<file path="src/rtl/seg7_pkg.sv">
// Shared 7-segment decode constants and helpers for display blocks.
// Patterns are active-high, ordered {a,b,c,d,e,f,g}.
package seg7_pkg;

    typedef logic [6:0] seg_t;

    localparam seg_t SEG_0     = 7'b1111110;
    localparam seg_t SEG_1     = 7'b0110000;
    localparam seg_t SEG_2     = 7'b1101101;
    localparam seg_t SEG_3     = 7'b1111001;
    localparam seg_t SEG_4     = 7'b0110011;
    localparam seg_t SEG_5     = 7'b1011011;
    localparam seg_t SEG_6     = 7'b1011111;
    localparam seg_t SEG_7     = 7'b1110000;
    localparam seg_t SEG_8     = 7'b1111111;
    localparam seg_t SEG_9     = 7'b1111011;
    localparam seg_t SEG_BLANK = 7'b0000000;

    function automatic seg_t bcd_to_seg(input logic [3:0] bcd);
        unique case (bcd)
            4'd0:    return SEG_0;
            4'd1:    return SEG_1;
            4'd2:    return SEG_2;
            4'd3:    return SEG_3;
            4'd4:    return SEG_4;
            4'd5:    return SEG_5;
            4'd6:    return SEG_6;
            4'd7:    return SEG_7;
            4'd8:    return SEG_8;
            4'd9:    return SEG_9;
            default: return SEG_BLANK;
        endcase
    endfunction

    // Width of a digit index; never below 1 so single-digit builds still have a port.
    function automatic int unsigned idx_width(input int unsigned num_digits);
        return (num_digits > 1) ? $clog2(num_digits) : 1;
    endfunction

endpackage

</file>
<file path="src/rtl/seg7_scan_driver_if.sv">
// Bus between the datapath (master) and the 7-segment scan driver (slave).
interface seg7_scan_driver_if
    import seg7_pkg::*;
#(
    parameter int unsigned NUM_DIGITS = 4
);
    localparam int unsigned IdxW = idx_width(NUM_DIGITS);

    logic                      load;
    logic [4*NUM_DIGITS-1:0]   bcd_in;
    logic [NUM_DIGITS-1:0]     dp_in;
    logic [6:0]                seg;
    logic                      dp;
    logic [NUM_DIGITS-1:0]     an;
    logic [IdxW-1:0]           digit_idx;

    modport master (
        output load, bcd_in, dp_in,
        input  seg, dp, an, digit_idx
    );

    modport slave (
        input  load, bcd_in, dp_in,
        output seg, dp, an, digit_idx
    );

endinterface

</file>
<file path="src/rtl/seg7_scan_timer.sv">
// Slot divider and digit counter for the scan driver.
// Exposes next-state values so the caller's output registers line up with the count.
module seg7_scan_timer
    import seg7_pkg::*;
#(
    parameter int unsigned CLK_DIV     = 50000,
    parameter int unsigned NUM_DIGITS  = 4,
    parameter int unsigned DEAD_CYCLES = 1,
    localparam int unsigned CntW       = $clog2(CLK_DIV),
    localparam int unsigned IdxW       = idx_width(NUM_DIGITS)
) (
    input  logic            clk,
    input  logic            rst,
    output logic [IdxW-1:0] o_idx_next,
    output logic            o_live_next
);
    localparam logic [CntW-1:0] CntMax = CntW'(CLK_DIV - 1);
    localparam logic [IdxW-1:0] IdxMax = IdxW'(NUM_DIGITS - 1);

    logic [CntW-1:0] r_cnt;
    logic [CntW-1:0] w_cnt_d;
    logic [IdxW-1:0] r_idx;
    logic [IdxW-1:0] w_idx_d;

    always_comb begin
        w_cnt_d = r_cnt + 1'b1;
        w_idx_d = r_idx;
        if (r_cnt == CntMax) begin
            w_cnt_d = '0;
            w_idx_d = (r_idx == IdxMax) ? '0 : r_idx + 1'b1;
        end
    end

    always_ff @(posedge clk) begin
        if (rst) begin
            r_cnt <= '0;
            r_idx <= '0;
        end else begin
            r_cnt <= w_cnt_d;
            r_idx <= w_idx_d;
        end
    end

    assign o_idx_next  = w_idx_d;
    assign o_live_next = 32'(w_cnt_d) >= DEAD_CYCLES;

endmodule

</file>
<file path="src/rtl/seg7_scan_driver.sv">
// Time-multiplexed N-digit 7-segment driver: shadow capture, leading-zero blanking,
// BCD decode and registered, polarity-adjusted pin outputs.
module seg7_scan_driver
    import seg7_pkg::*;
#(
    parameter int unsigned NUM_DIGITS      = 4,
    parameter int unsigned CLK_DIV         = 50000,
    parameter int unsigned DEAD_CYCLES     = 1,
    parameter bit          SEG_ACTIVE_HIGH = 1'b1,
    parameter bit          AN_ACTIVE_HIGH  = 1'b0,
    parameter bit          BLANK_LZ        = 1'b1
) (
    input logic              clk,
    input logic              rst,
    seg7_scan_driver_if.slave bus
);
    localparam int unsigned IdxW = idx_width(NUM_DIGITS);

    // XOR masks that turn an active-high view into pin levels; also the idle levels.
    localparam logic [6:0]            SegOff = {7{~SEG_ACTIVE_HIGH}};
    localparam logic                  DpOff  = ~SEG_ACTIVE_HIGH;
    localparam logic [NUM_DIGITS-1:0] AnOff  = {NUM_DIGITS{~AN_ACTIVE_HIGH}};

    logic [4*NUM_DIGITS-1:0] r_bcd;
    logic [NUM_DIGITS-1:0]   r_dp_sh;
    logic [IdxW-1:0]         w_idx_next;
    logic                    w_live_next;
    logic [NUM_DIGITS-1:0]   w_blank;
    logic                    w_lz_run;
    logic [3:0]              w_digit;
    logic                    w_digit_dp;
    logic                    w_digit_blank;
    logic [6:0]              w_seg_ah;
    logic [NUM_DIGITS-1:0]   w_an_ah;
    logic [6:0]              r_seg;
    logic                    r_dp;
    logic [NUM_DIGITS-1:0]   r_an;
    logic [IdxW-1:0]         r_idx;

    seg7_scan_timer #(
        .CLK_DIV    (CLK_DIV),
        .NUM_DIGITS (NUM_DIGITS),
        .DEAD_CYCLES(DEAD_CYCLES)
    ) u_timer (
        .clk        (clk),
        .rst        (rst),
        .o_idx_next (w_idx_next),
        .o_live_next(w_live_next)
    );

    always_ff @(posedge clk) begin
        if (rst) begin
            r_bcd   <= '0;
            r_dp_sh <= '0;
        end else if (bus.load) begin
            r_bcd   <= bus.bcd_in;
            r_dp_sh <= bus.dp_in;
        end
    end

    // A run of zeros from the MSB is blanked; any invalid code or lit dp ends the run.
    always_comb begin
        w_lz_run = 1'b1;
        w_blank  = '0;
        for (int i = NUM_DIGITS - 1; i >= 1; i--) begin
            w_lz_run   = w_lz_run & (r_bcd[4*i +: 4] == 4'd0) & ~r_dp_sh[i];
            w_blank[i] = w_lz_run & BLANK_LZ;
        end
    end

    always_comb begin
        w_digit       = '0;
        w_digit_dp    = 1'b0;
        w_digit_blank = 1'b0;
        for (int i = 0; i < NUM_DIGITS; i++) begin
            if (w_idx_next == IdxW'(i)) begin
                w_digit       = r_bcd[4*i +: 4];
                w_digit_dp    = r_dp_sh[i];
                w_digit_blank = w_blank[i];
            end
        end
        w_seg_ah = w_digit_blank ? SEG_BLANK : bcd_to_seg(w_digit);
        w_an_ah  = w_live_next ? (NUM_DIGITS'(1) << w_idx_next) : '0;
    end

    always_ff @(posedge clk) begin
        if (rst) begin
            r_seg <= SegOff;
            r_dp  <= DpOff;
            r_an  <= AnOff;
            r_idx <= '0;
        end else begin
            r_seg <= w_seg_ah ^ SegOff;
            r_dp  <= w_digit_dp ^ DpOff;
            r_an  <= w_an_ah ^ AnOff;
            r_idx <= w_idx_next;
        end
    end

    assign bus.seg       = r_seg;
    assign bus.dp        = r_dp;
    assign bus.an        = r_an;
    assign bus.digit_idx = r_idx;

endmodule

</file>
<file path="src/flat_wrapper.sv">
// flat-port wrapper written by rule: the top's interface ports become plain ports
module seg7_scan_driver_flat import seg7_pkg::*;
#(
    parameter int unsigned NUM_DIGITS      = 4,
    parameter int unsigned CLK_DIV         = 50000,
    parameter int unsigned DEAD_CYCLES     = 1,
    parameter bit          SEG_ACTIVE_HIGH = 1'b1,
    parameter bit          AN_ACTIVE_HIGH  = 1'b0,
    parameter bit          BLANK_LZ        = 1'b1
)
  (clk, rst, bus_load, bus_bcd_in, bus_dp_in, bus_seg, bus_dp, bus_an, bus_digit_idx);
  seg7_scan_driver_if #(.NUM_DIGITS(NUM_DIGITS)) bus_i ();
  input logic clk;
  input logic rst;
  input wire logic [$bits(bus_i.load)-1:0] bus_load;
  input wire logic [$bits(bus_i.bcd_in)-1:0] bus_bcd_in;
  input wire logic [$bits(bus_i.dp_in)-1:0] bus_dp_in;
  output wire logic [$bits(bus_i.seg)-1:0] bus_seg;
  output wire logic [$bits(bus_i.dp)-1:0] bus_dp;
  output wire logic [$bits(bus_i.an)-1:0] bus_an;
  output wire logic [$bits(bus_i.digit_idx)-1:0] bus_digit_idx;
  assign bus_i.load = bus_load;
  assign bus_i.bcd_in = bus_bcd_in;
  assign bus_i.dp_in = bus_dp_in;
  assign bus_seg = bus_i.seg;
  assign bus_dp = bus_i.dp;
  assign bus_an = bus_i.an;
  assign bus_digit_idx = bus_i.digit_idx;
  seg7_scan_driver #(.NUM_DIGITS(NUM_DIGITS), .CLK_DIV(CLK_DIV), .DEAD_CYCLES(DEAD_CYCLES), .SEG_ACTIVE_HIGH(SEG_ACTIVE_HIGH), .AN_ACTIVE_HIGH(AN_ACTIVE_HIGH), .BLANK_LZ(BLANK_LZ)) u_core (.clk(clk), .rst(rst), .bus(bus_i));
endmodule
</file>
<file path="config.mk">
export PLATFORM = sky130hd
export DESIGN_NAME = seg7_scan_driver_flat
export DESIGN_NICKNAME = d
export VERILOG_FILES = /design/src/rtl/seg7_pkg.sv /design/src/rtl/seg7_scan_driver_if.sv /design/src/rtl/seg7_scan_timer.sv /design/src/rtl/seg7_scan_driver.sv /design/src/flat_wrapper.sv
export SDC_FILE = /design/constraint.sdc
export NUM_CORES = 1
export LEC_CHECK = 0
export BUFFER_PORTS_ARGS = -buffer_cell sky130_fd_sc_hd__buf_2
export CAP_MARGIN = 0
export CORE_ASPECT_RATIO = 2
export CORE_UTILIZATION = 35
export CTS_CLUSTER_DIAMETER = 100
export DETAILED_ROUTE_END_ITERATION = 16
export GPL_TIMING_DRIVEN = 0
export SLEW_MARGIN = 20
export SYNTH_ARGS = -nofsm -noshare
export SYNTH_HDL_FRONTEND = slang
export SYNTH_HIERARCHICAL = 1
export SYNTH_SLANG_ARGS = --single-unit
</file>
<file path="constraint.sdc">
create_clock -name clk -period 7 [get_ports clk]
set_input_delay 0 -clock clk [delete_from_list [all_inputs] [get_ports clk]]
set_output_delay 0 -clock clk [all_outputs]
set_load 0.01 [all_outputs]
</file>
# --- Word-level counts from Yosys, hierarchy flattened ---
# Memory sizes are Yosys's and may differ from the RTL's. A register that Yosys moved wholly into a read port is not among the register bits.
# Cells that the tools add are included.
op_classes:
  n_addsub: 2
  n_mul: 0
  div_mod_pow: 0
  magnitude_cmp: 1
  n_eq_ne: 5
  n_shift: 1
  mux: 15
  bitwise: 9
  reduce_logical: 5
ops:
  columns: ["cell", "n"]
  rows:
  - ["$mux 4", 5]
  - ["$add 16x1->16 const B", 1]
  - ["$eq 16x16->1 const B", 1]
  - ["$ge 16x1->1 const B", 1]
  - ["$mux 16", 1]
  - ["$logic_not 4->1", 3]
  - ["$mux 1", 7]
  - ["$eq 2x2->1 const B", 3]
  - ["$and 1x1->1", 5]
  - ["$mux 2", 2]
  - ["$not 4->4", 1]
  - ["$shl 1x2->4 const A", 1]
  - ["$not 1->1", 3]
  - ["$add 2x1->2 const B", 1]
  - ["$eq 2x1->1 const B", 1]
  - ["$logic_not 2->1", 1]
  - ["$reduce_or 2->1", 1]
word_totals:
  reg_bits: 43
  latch_bits: 0
  ram_bits: 0
  mem_bits_ro: 112
  input_bits: 23
  out_inout_bits: 14
  n_memories: 1
mem_list:
  columns: ["name", "depth", "word_bits", "read_ports", "rd_clocked_by_memory_dff", "wr", "line_no", "source"]
  rows:
  - ["(no name shown)", 16, 7, 1, 1, 0, "seg7_pkg.sv:20", "unique case (bcd)"]

# --- Depth between registers and ports, before layout ---
depth:
  ltp_word: 10
  ltp_mapped: 13
  mapped_depth_nobuf: 11

# --- Hierarchy ---
# The synthesis kept the hierarchy.
by_module_without_submodules:
  columns: ["mod", "n_inst", "cells_per_inst", "area_per_inst_um2", "seq_area_each_um2"]
  rows:
  - ["seg7_scan_driver", 1, 137, 1476.4, 680.7]
  - ["seg7_scan_timer", 1, 127, 1073.5, 360.3]

# --- Worst setup path after synthesis ---
# Ideal clock, no wire load.
synth_path:
  kind: "register to register"
  startpoint: "reg u_core.u_timer.r_cnt[7]"
  endpoint: "reg u_core.r_seg[3] (netlist: u_core/bus.seg[3])"
  setup_time_ns: 0.136
  arrival_ns: 2.811
  required_time_ns: 6.864
  setup_slack_ns: 4.053
  path_stages_with_launch: 13
  n_path_buf: 2
  path_cell_list: "dfxtp_1 -> buf_6 -> or3_4 -> nor4_4 -> mux2_4 -> buf_6 -> mux4_2 -> inv_1 -> ha_1 -> inv_1 -> o21ba_2 -> a21oi_1 -> a21oi_1"
synth_between:
  elab_chain_len: 7
  elab_cells_between_ends: 14
  classes_between: "4 x eq/ne; 8 x mux; 2 x reduce/logical"
synth_lines:
  columns: ["item", "line_no", "source"]
  rows:
  - ["start: declaration", "seg7_scan_timer.sv:20", "logic [CntW-1:0] r_cnt;"]
  - ["start signal: assignment", "seg7_scan_timer.sv:39", "r_cnt <= w_cnt_d;"]
  - ["$eq 16x16->1 (*)", "seg7_scan_timer.sv:28", "if (r_cnt == CntMax) begin"]
  - ["$mux 2 (*)", "seg7_scan_timer.sv:28", null]
  - ["net u_core.w_idx_next[0]", "seg7_scan_driver.sv:26", "logic [IdxW-1:0] w_idx_next;"]
  - ["$eq 2x1->1 / $logic_not 2->1 (equally long branches)", "seg7_scan_driver.sv:76", "if (w_idx_next == IdxW'(i)) begin"]
  - ["$mux 1 / $mux 4 (equally long branches) (3 in series)", "seg7_scan_driver.sv:76", null]
  - ["$reduce_or 2->1 (no line) / $mux 4 (equally long branches)", null, null]
  - ["end: declaration", "seg7_scan_driver.sv:35", "logic [6:0] r_seg;"]
# Mark *: on every way through the listed nets, which the timed path passes. The rest lies on a longest branch.
# A chain may end at the register's enable or synchronous reset.

# --- Final worst setup path ---
layout_path:
  startpoint: "reg u_core.u_timer.r_cnt[0]"
  endpoint: "reg u_core.r_seg[3] (netlist: u_core/bus.seg[3])"
# The elaborated chain is that of the path after synthesis.

==> metrics.md <==
| Metric | Value |
|---|---|
| Lkg Pwr | `1.34 nW` |
| Setup_tns | `0 ns` |
| Critical Path End Type | `flip-flop` |
| P&R area growth vs syn | `25.6%` |
| Area share of the largest cell type after synthesis | `40.8%` |
| Slowest CP cell | `mux4_2` |
| GRT overflow | `0` |
| Post-cts sizing count | `0` |
| Min-delay worst type | `input pin to flip-flop` |
| Fillers | `708` |
| Top Ports | `37` |
| H-tree levels | `2` |
| Status | `finished, final reports clean` |
| Worst slew pin tran | `0.709 ns` |
| Final worst path period share | `46.7%` |
| Starting Density | `36.5%` |
| Syn Area/Cell | `9.66 um^2` |
| Nets | `358` |
| Post-synth EDFFs | `0` |
| Detailed Place HPWL | `4.37 mm` |
| Die width | `62.4 um` |
| Reg-to-reg startpoint | `u_core/u_timer/r_cnt[0]` |
| Register Area | `1040 um^2` |
| Worst path buffer plus inverter count | `3` |
| Worst Setup Slack post-DPL | `3.74 ns` |
| Hold Path Stages | `3` |
| Pins Over Slew Limit | `0` |
| Clock Tree Root | `clkbuf_16` |
| Core area | `6990 um^2` |
| RSZ-0062 raised after global routing | `no` |
| Final hold slack | `0.182 ns` |
| Worst skew pair latency | `0.30 ns` |
| Min-delay src | `rst` |
| Startpoint class of the critical path | `flip-flop` |
| Ant diodes | `0` |
| Seq pwr share | `48.0%` |
| R2R depth | `12` |
| Worst Setup Path Type | `flip-flop to flip-flop` |
| First-pass GRT wire length | `9.16 mm` |
| Synth top area cells | `dfxtp_1 41%, mux2i_1 9.0%, nor2_1 5.9%` |
| Num CTS Buffers | `5` |
| Yosys warns | `6` |
| CTS max path bufs | `2` |
| Port buffer count | `35` |
| Synthesized flop and latch total | `52` |
| Dpl cell area | `2840 um^2` |
| Die area | `7650 um^2` |
| Placer congestion estimate | `0.818` |
| Mapped Area | `2550 um^2` |
| Die height | `123 um` |
| Total track usage | `15.7%` |
| Final instance area | `3200 um^2` |
| Max cap viols | `0` |
| Worst hold endpoint | `u_core/bus.dp` |
| CP max FO | `10` |
| DR vias/cell | `4.90` |
| Clock power share | `41.5%` |
| Initial antenna violation count | `0` |
| Psw | `0.149 mW` |
| Reg clk slew, reported paths | `0.07 ns` |
| Asr flop ratio synth | `0%` |
| Ys flop type | `dfxtp_1` |
| Leading area contributor after synthesis | `dfxtp_1` |
| Synth Instances | `264` |
| Setup violators final | `0` |
| Final WL | `5.64 mm` |
| Drt wl/cell | `13.5 um` |
| Top delay family on crit path | `multiplexers` |
| CTS tree | `yes` |
| Largest stage delay, worst path | `0.52 ns` |
| Max frequency | `306 MHz` |
| Internal cell power | `0.514 mW` |
| Multi-input gate area | `1390 um^2` |
| Number of global-route vias before repair | `1977` |
| Slew headroom | `52.7%` |
| Pwr Density | `207 nW/um^2` |
| Sequential-to-total area share from yosys stat | `40.8%` |
| Final core utilization | `45.8%` |
| Final Skew | `0.00686 ns` |
| CTS sink cnt | `52` |
| Crit path required time | `7.15 ns` |
| R2R Setup Slk | `3.73 ns` |
| R2r endpoint | `u_core/bus.seg[3]` |
| Final hold viol count | `0` |
| Rows | `43` |
| Largest net degree at the start of global routing | `16` |
| Final WS setup | `3.73 ns` |
| # DRC | `0` |
| DRT Pass-1 Iters | `4` |
| Share of layout cells above drive strength 1 | `19.3%` |
| Tmin final | `3.27 ns` |
| Synthesized Nets | `296` |
| Initial detailed-routing violation count | `65` |
| Postcts setup bufs | `0` |
| Cell variety after synth | `52` |
| Vias | `2045` |
| Routed Antenna Nets | `0` |
| Comb power frac | `10.4%` |
| CP arrival | `3.42 ns` |
| CP cell instances | `ha_1 -> nand3_1 -> nor4_4 -> mux2_4 -> buf_6 -> mux4_2 -> inv_1 -> ha_1 -> inv_1 -> o21ba_2 -> a21oi_1 -> a21oi_1` |
| Sw Share | `22.5%` |
| Worst-case vdd ir drop | `0.000213 V` |
-- repair_timing --
item / CTS / global route
hold buffers: 20 / 0
hold endpoints to repair: 20 / 0
setup endpoints to repair: 0 / 0
-- worst max path at each step --
stage / start / to / slack, ns / cells after the start
finish: u_core/u_timer/r_cnt[0] / u_core/bus.seg[3] / 3.73 / 12
global route: u_core/u_timer/r_cnt[0] / u_core/bus.seg[3] / 3.43 / 12
CTS: u_core/u_timer/r_cnt[0] / u_core/bus.seg[6] / 3.71 / 12
detailed placement: u_core/u_timer/r_cnt[0] / u_core/bus.seg[6] / 3.74 / 12
global placement: u_core/u_timer/r_cnt[0] / u_core/bus.seg[6] / 3.73 / 12
floorplan: u_core/u_timer/r_cnt[7] / u_core/bus.seg[3] / 4.05 / 12
-- routing by layer --
metal  track usage (%)  part of all wire (%)  wire length [um]  vias up
li1                  -                     -                 -     1043
met1              13.3                    35              2000      955
met2              32.1                    58              3290       34
met3              2.70                   2.3               128       13
met4              10.9                   4.0               227        0
met5                 0                     0                 0        -
-- power groups by stage --
stage | clock network, mW | logic (mW) | registers (mW)
2_1_floorplan | 0 | 0.0383 | 0.326
3_3_place_gp | 0 | 0.0603 | 0.326
3_5_place_dp | 0 | 0.0612 | 0.326
6_report | 0.276 | 0.0693 | 0.319
4_1_cts | 0.283 | 0.0698 | 0.319
5_1_grt | 0.293 | 0.0772 | 0.321
-- flip-flops by register name (all words and copies together), names as in the netlist --
signal                count
u_core/u_timer/r_idx      2
u_core/r_dp_sh            4
u_core/u_timer/r_cnt     16
u_core/r_bcd             16
u_core/bus.seg            7
u_core/bus.dp             1
u_core/bus.an             4
u_core/bus.digit_idx      2
-- synth_stat cells, drive strengths merged (4+ instances only) --
cell type  number
nor3            5
mux4            5
ha              9
xnor2          12
mux2i          23
dfxtp          52
nand3           7
nor4            6
buf             7
nand4           7
nor2           40
a21oi          14
nor2b           6
nand2           9
xor2            4
clkbuf          9
inv            11
-- cell type report --
class                      count  share of cell area (%)
clock inverter                 2                    1.09
inverter                      11                    1.29
clock buffer                   6                    4.03
timing repair buffer          55                    11.7
buffer                        16                    2.58
sequential                    52                    32.5
tap                           90                    3.52
multi-input combinational    185                    43.3
-- per-stage QoR --
stage	cells	power, mW
CTS	417	0.673
floorplan	264	0.364
finish	417	0.664
detailed placement	389	0.387
global placement	389	0.386
global route	417	0.691
-- cell usage in the layout, fill, tap and decap left out, drive strengths merged, types with 9 or more instances in the layout --
cell         instances
buf                 42
dfxtp               52
xnor2               12
nand2                9
dlygate4sd3         20
inv                 11
mux2i               23
nor2                40
a21oi               14
clkbuf              15
ha                   9
-- cells by family (layout without fill, tap and decap cells) --
| group | Yosys count | after routing | share of synthesized area (%) |
|---|---|---|---|
| AO/OA/AOI/OAI | 29 | 29 | 7.51 |
| XOR/XNOR | 16 | 16 | 5.50 |
| multiplexers | 30 | 30 | 15.2 |
| buffers and inverters | 27 | 90 | 4.86 |
| adder cells (fa/ha/maj) | 9 | 9 | 4.42 |
| AND/OR/NAND/NOR | 101 | 101 | 21.7 |
| flip-flops | 52 | 52 | 40.8 |
-- worst reg2reg max path, cell delays in order (launching register included) --
cell and delay (ns):
dfxtp_1 0.44, ha_1 0.30, nand3_1 0.18, nor4_4 0.44, mux2_4 0.38, buf_6 0.16
mux4_2 0.52, inv_1 0.13, ha_1 0.15, inv_1 0.04, o21ba_2 0.21, a21oi_1 0.12
a21oi_1 0.05
(Power assumes the default switching activity.)
